$ cat config.mk
export PLATFORM = sky130hd
export DESIGN_NAME = merge_dataless_rr_arbiter
export DESIGN_NICKNAME = d
export VERILOG_FILES = /design/src/rtl/merge_dataless_rr_arbiter.sv
export SDC_FILE = /design/constraint.sdc
export NUM_CORES = 1
export LEC_CHECK = 0
export ABC_AREA = 1
export CORE_AREA = 4 4 41 43
export DETAILED_ROUTE_END_ITERATION = 7
export DIE_AREA = 0 0 45 47
export PLACE_DENSITY = 0.37
export SLEW_MARGIN = 15
export SYNTH_ARGS = -nofsm -noshare
export SYNTH_HDL_FRONTEND = slang
export SYNTH_SLANG_ARGS = --single-unit
$ cat constraint.sdc
create_clock -name clk -period 1.15 [get_ports clk]
set_input_delay 0.23 -clock clk [delete_from_list [all_inputs] [get_ports clk]]
set_output_delay 0.23 -clock clk [all_outputs]
set_load 0.05 [all_outputs]
$ cat src/rtl/merge_dataless_rr_arbiter.sv
// ---------------------------------------------------------------------------
// merge_dataless_rr_arbiter
//   Round-robin merge of SIZE dataless handshake channels into one output
//   channel through a single registered slot (1-cycle latency, 1 token/cycle).
//   The number of the winning input travels with the token on `index`.
//
// Ports
//   clk         in   1            clock, rising edge
//   rst         in   1            asynchronous reset, active low
//   ins_valid   in   SIZE         input i holds a token
//   ins_ready   out  SIZE         input i token consumed this cycle (one-hot/zero)
//   outs_valid  out  1            output slot holds a token (registered)
//   outs_ready  in   1            consumer takes the token this cycle
//   index       out  INDEX_WIDTH  input that produced the held token (registered)
// ---------------------------------------------------------------------------
module merge_dataless_rr_arbiter #(
  parameter int unsigned SIZE        = 2,
  parameter int unsigned INDEX_WIDTH = (SIZE > 1) ? $clog2(SIZE) : 1
) (
  input  logic                   clk,
  input  logic                   rst,
  input  logic [SIZE-1:0]        ins_valid,
  output logic [SIZE-1:0]        ins_ready,
  output logic                   outs_valid,
  input  logic                   outs_ready,
  output logic [INDEX_WIDTH-1:0] index
);

  // Pointer starts at the last input so that input 0 is scanned first.
  localparam logic [INDEX_WIDTH-1:0] LAST_RST = INDEX_WIDTH'(SIZE - 1);

  logic                   full_q, full_d;
  logic [INDEX_WIDTH-1:0] idx_q, idx_d;
  logic [INDEX_WIDTH-1:0] last_q, last_d;

  logic                   any_valid;
  logic                   can_accept;
  logic                   accept;
  logic [INDEX_WIDTH-1:0] win;
  logic                   found;
  int unsigned            cand;

  assign any_valid  = |ins_valid;
  assign can_accept = !full_q || outs_ready;
  // No grant may be issued while reset is held.
  assign accept     = rst && can_accept && any_valid;

  // Round-robin scan: last_q+1, last_q+2, ... wrapping, last_q itself checked last.
  always_comb begin
    win   = '0;
    found = 1'b0;
    cand  = 0;
    for (int unsigned k = 1; k <= SIZE; k++) begin
      cand = 32'(last_q) + k;
      if (cand >= SIZE) begin
        cand = cand - SIZE;
      end
      if (!found && ins_valid[INDEX_WIDTH'(cand)]) begin
        found = 1'b1;
        win   = INDEX_WIDTH'(cand);
      end
    end
  end

  // Grant is one-hot on the winner, and only when the slot can take a token.
  always_comb begin
    ins_ready = '0;
    if (accept) begin
      ins_ready[win] = 1'b1;
    end
  end

  // Slot next-state: reload on accept (even while draining), empty on pure drain.
  always_comb begin
    full_d = full_q;
    idx_d  = idx_q;
    last_d = last_q;
    if (accept) begin
      full_d = 1'b1;
      idx_d  = win;
      last_d = win;
    end else if (full_q && outs_ready) begin
      full_d = 1'b0;
    end
  end

  // State registers.
  always_ff @(posedge clk or negedge rst) begin
    if (!rst) begin
      full_q <= 1'b0;
      idx_q  <= '0;
      last_q <= LAST_RST;
    end else begin
      full_q <= full_d;
      idx_q  <= idx_d;
      last_q <= last_d;
    end
  end

  assign outs_valid = full_q;
  assign index      = idx_q;

endmodule

After elaboration in Yosys (flattened, before gate mapping)
Cells that the tools add are included.
{"block": "totals", "ff_bits": 3, "inputBits": 5, "out_inout_bits": 4, "word_cells": 37}
{"block": "classes", "n_addsub": 4, "n_lt_le_gt_ge": 6, "muxes": 14, "n_reduce_logical": 10}
{"operator": "$mux W1", "count": 12}
{"operator": "$lt A1 B2 Y1 const B", "count": 3}
{"operator": "$logic_and A1 B1 Y1", "count": 5}
{"operator": "$add A1 B2 Y3 const B", "count": 1}
{"operator": "$ge A3 B2 Y1 const B", "count": 1}
{"operator": "$add A1 B1 Y2 const B", "count": 1}
{"operator": "$ge A2 B2 Y1 const B", "count": 1}
{"operator": "$logic_not A1 Y1", "count": 2}
{"operator": "$mux W2", "count": 1}
{"operator": "$reduce_bool A2 Y1", "count": 1}
{"operator": "$reduce_or A2 Y1", "count": 1}
{"operator": "$sub A1 B1 Y1 const B", "count": 2}
{"operator": "$demux W1 S1", "count": 1}
{"operator": "$ge A1 B1 Y1 const B", "count": 1}
{"operator": "$logic_or A1 B1 Y1", "count": 1}

Logic depth before layout (Yosys ltp)
{"block": "depth", "word_depth": 14, "ltp_mapped": 5, "ltp_nobuf": 5}

Least setup slack after synthesis
Ideal clock, no wire load.
{"block": "synth_timing", "path_kind": "register to output", "startpoint": "register full_q, in the netlist outs_valid", "endpoint": "output ins_ready[0]", "arrival_ns": 1.492, "slack_ns": -0.572, "path_stages_with_launch": 4, "path_buffers": 0, "path_cell_list": "dfrtp_1 > nand2_4 > nand3_2 > nor2_1"}
{"block": "synth_via", "elab_chain_len": 5}
{"item": "start, declared", "line": "32", "source": "logic full_q, full_d;"}
{"item": "start signal, assigned", "line": "94", "source": "full_q <= full_d;"}
{"item": "$logic_not A1 Y1", "line": "44", "source": "assign can_accept = !full_q || outs_ready;"}
{"item": "$logic_or A1 B1 Y1", "line": "44"}
{"item": "$logic_and A1 B1 Y1 (2 in a row)", "line": "46", "source": "assign accept = rst && can_accept && any_valid;"}
{"item": "$mux W2", "line": "68", "source": "if (accept) begin"}
{"item": "end, declared", "line": "23", "source": "output logic [SIZE-1:0] ins_ready,"}
No other way between the ends.

Final worst setup path
{"block": "layout_timing", "startpoint": "register last_q", "endpoint": "output ins_ready[0]"}
{"block": "layout_via", "elab_chain_len": 14, "word_cells_on_any_way": 23, "classes_between": "add/sub (4); order compare (4); mux (12); reduce/logical (3)"}
{"item": "start, declared", "line": "34", "source": "logic [INDEX_WIDTH-1:0] last_q, last_d;"}
{"item": "start signal, assigned", "line": "96", "source": "last_q <= last_d;"}
{"item": "branches (longest 8 deep; another with $add A1 B2 Y3)"}
{"item": "$mux W1 (*)", "line": "58", "source": "if (!found && ins_valid[INDEX_WIDTH'(cand)]) begin"}
{"item": "$lt A1 B2 Y1 (not written as such) or $ge A1 B1 Y1 (tied branches)", "line": "69", "source": "ins_ready[win] = 1'b1;"}
{"item": "$logic_and A1 B1 Y1 (not written as such)", "line": "69"}
{"item": "$mux W1 (not written as such)", "line": "69"}
{"item": "$demux W1 S1 (*)", "line": "69"}
{"item": "$mux W2 (*)", "line": "68"}
Every way passes the cells marked *. The select of a mux whose other input is x is not followed.

==> impl_metrics.toml <==
[clock_network]
cts_tree = "yes"
clkTransAtPathRegs_ns = 0.03
htree_levels = 1
clk_path_buf_depth = 2
cts.sinks = 3
cts_buffers = 3
clk_latency_ns = 0.23
cts-root-buf = "clkbuf_4"
hold_buffers = 0

[synth]
muxShareOfSynthArea = 0
syn-num-nets = 26
yosys.cell_types.count = 8
avgSynthCellArea_um2 = 8.043
ys_ff_latch = 3
synth_top_family_by_area = "simple AND/OR/NAND/NOR gates"
yosys.area_share.simple = 0.3852
synth_cells = 21
netlist_area_um2 = 168.9
synth_fa_ha_area_frac = 0
ys_warn_count = 0
synth-compound-area-share = 0.05185
synth_xor_area_frac = 0
seq_area_frac_synth = 0.4519

[finish]
fin_nets = 46
syn2layout_area_growth_pct = 145.2
drive_gt1_frac = 0.5750
antenna_cells = 0

[sta]
hold_ws_ns = 0.05589
min_period_ns = 1.440
setup_slack_ns = -0.2905
worstMarginPinSlew_ns = 0.1703
period_share = 1.253
slew_headroom = 0.8865
rsz0062_at_grt = "yes"
setup_tns_ns = -0.5540
setup_viol = 2
drv_slew = 0
finalHoldViolations = 0
fin_skew_ns = 0.0001737
max_freq_mhz = 694.2

[floorplan]
start_util = 0.1298
coreArea_mm2 = 0.001301
rows = 13
fp.dieH_um = 47
dieArea_mm2 = 0.002115
die_w_um = 45
ioPinCount = 9

[outcome]
violations = "negative setup slack"
outcome = "finished with violations"

[global_routing]
grt_max_degree = 4
grt_pass1_wl_um = 703
antenna_found_initial = 0
grt_pass1_vias = 191
grt-ovfl-total = 0
track_usage = 0.05142

[worst_setup_path]
arrival_ns = 1.21
worstPathCellList = "a21oi_4 > buf_6 > nor2_4 > buf_12"
end_kind = "primary output"
critPathMaxStageDelay_ns = 0.55
required_ns = 0.92
path_class = "flop to primary output"
worst_path_max_delay_cell = "dfstp_2"
cp_max_fo = 2
start_kind = "flop"

[drt]
drcViolationCount = 0
dr.pass1.iters = 2
ant_nets = 0
wl_per_cell_um = 7.709
vias_per_cell = 3.436
drt_iter0_markers = 1
routed_wl_um = 424
via_count = 189

[power]
p_per_area_mw_per_mm2 = 1318
ir_drop_v = 0.0005455
power_leakage_uw = 0.0002037

[flow_run]
max_cap_viol_count = 0

[placement]
io_buffers = 8
post-dp-hpwl_um = 338.3
pre_cts_slack_ns = -0.3364
finalWeightedCongestion = 0.6764

[min_path]
hp-class = "input pin to asynchronous set/reset pin"
-- final timing paths --
kind	start	endpoint	slack (ns)	cells past startpoint
worst max-delay path	last_q	ins_ready[0]	-0.29	4
worst min-delay path	rst	outs_valid	0.06	2
worst max register to register	last_q	index	0.09	5
worst min register to register	last_q	last_q	0.49	2
max in group asynchronous	rst	last_q	0.91	2
min in group clk	last_q	last_q	0.49	2
-- metal layers --
layer / up-vias / track usage / wire [µm]
met2: 6 / 0.05932 / 190
met1: 82 / 0.05708 / 195
li1: 101 / - / -
met4: 0 / 0.07018 / 0
met3: 0 / 0.02682 / 39
met5: - / 0 / 0
-- registers in the layout, indices dropped and copies added, names as in the netlist --
signal and flops:
index 1, last_q 1, outs_valid 1
-- synthesized netlist by cell type --
master   count  share of area
a21oi_2      1          0.052
nand3_2      2           0.12
nand2_4      1          0.067
nor2_1       3          0.067
nand2_1      6           0.13
dfrtp_1      2           0.30
inv_1        5           0.11
dfstp_2      1           0.16
-- worst max-delay path: cells and delay by family, from the launching register on --
family	cells	cell delay, ns
flops	1	0.55
compound gates	1	0.06
simple gates	1	0.11
buf+inv	2	0.26
-- through the flow --
| step | util | instance area, µm² | total power, µW | std cells |
|---|---|---|---|---|
| global route | 0.3183 | 414.1 | 577.8 | 55 |
| detailed placement | 0.2865 | 372.9 | 360.2 | 50 |
| CTS | 0.3096 | 402.9 | 550.8 | 55 |
| floorplan | - | 188.9 | 240.8 | 21 |
| finish | 0.3183 | 414.1 | 545.7 | 55 |
| global placement | 0.2865 | 372.9 | 359.8 | 50 |
-- cells by family after synthesis --
| kind of cell | Yosys count |
|---|---|
| AOI/OAI and AO/OA | 1 |
| DFF | 3 |
| buffers and inverters | 5 |
| and+or+nand+nor | 12 |
-- power breakdown --
part,internal [µW],leakage [µW],switching (µW)
Sequential,129,0.0000339,20.5
Combinational,109,0.000155,107
Clock,130,0.0000150,50.5
Total,368,0.000204,178
-- timing repair --
item,CTS,global route
buffers inserted,1,0
resized for setup,4,2
pin swaps,2,2
setup endpoints to repair,2,4
-- cells in the final DEF (no fill, tap or decap) --
| cell | count |
|---|---|
| a21oi_4 | 1 |
| clkbuf_4 | 3 |
| nand2_4 | 1 |
| clkbuf_1 | 1 |
| buf_12 | 4 |
| nand2_1 | 6 |
| dfrtp_1 | 1 |
| buf_6 | 1 |
| dfstp_2 | 1 |
| inv_1 | 3 |
| nand3_2 | 1 |
| nand3_4 | 1 |
| inv_2 | 1 |
| nor2_4 | 1 |
| dfrtp_2 | 1 |
| clkdlybuf4s50_1 | 1 |
| clkinvlp_4 | 1 |
| buf_4 | 6 |
| dlygate4sd2_1 | 3 |
| nor2_1 | 2 |
-- layout make-up --
class                           count  area, µm²
Fill cell                         150      887.1
Multi-Input combinational cell     13      96.34
Inverter                            5      22.52
Timing Repair Buffer               15      172.7
Clock buffer                        4      26.28
Sequential cell                     3      77.57
Tap cell                           15      18.77
Note: power is estimated with default switching activity, not from simulation.
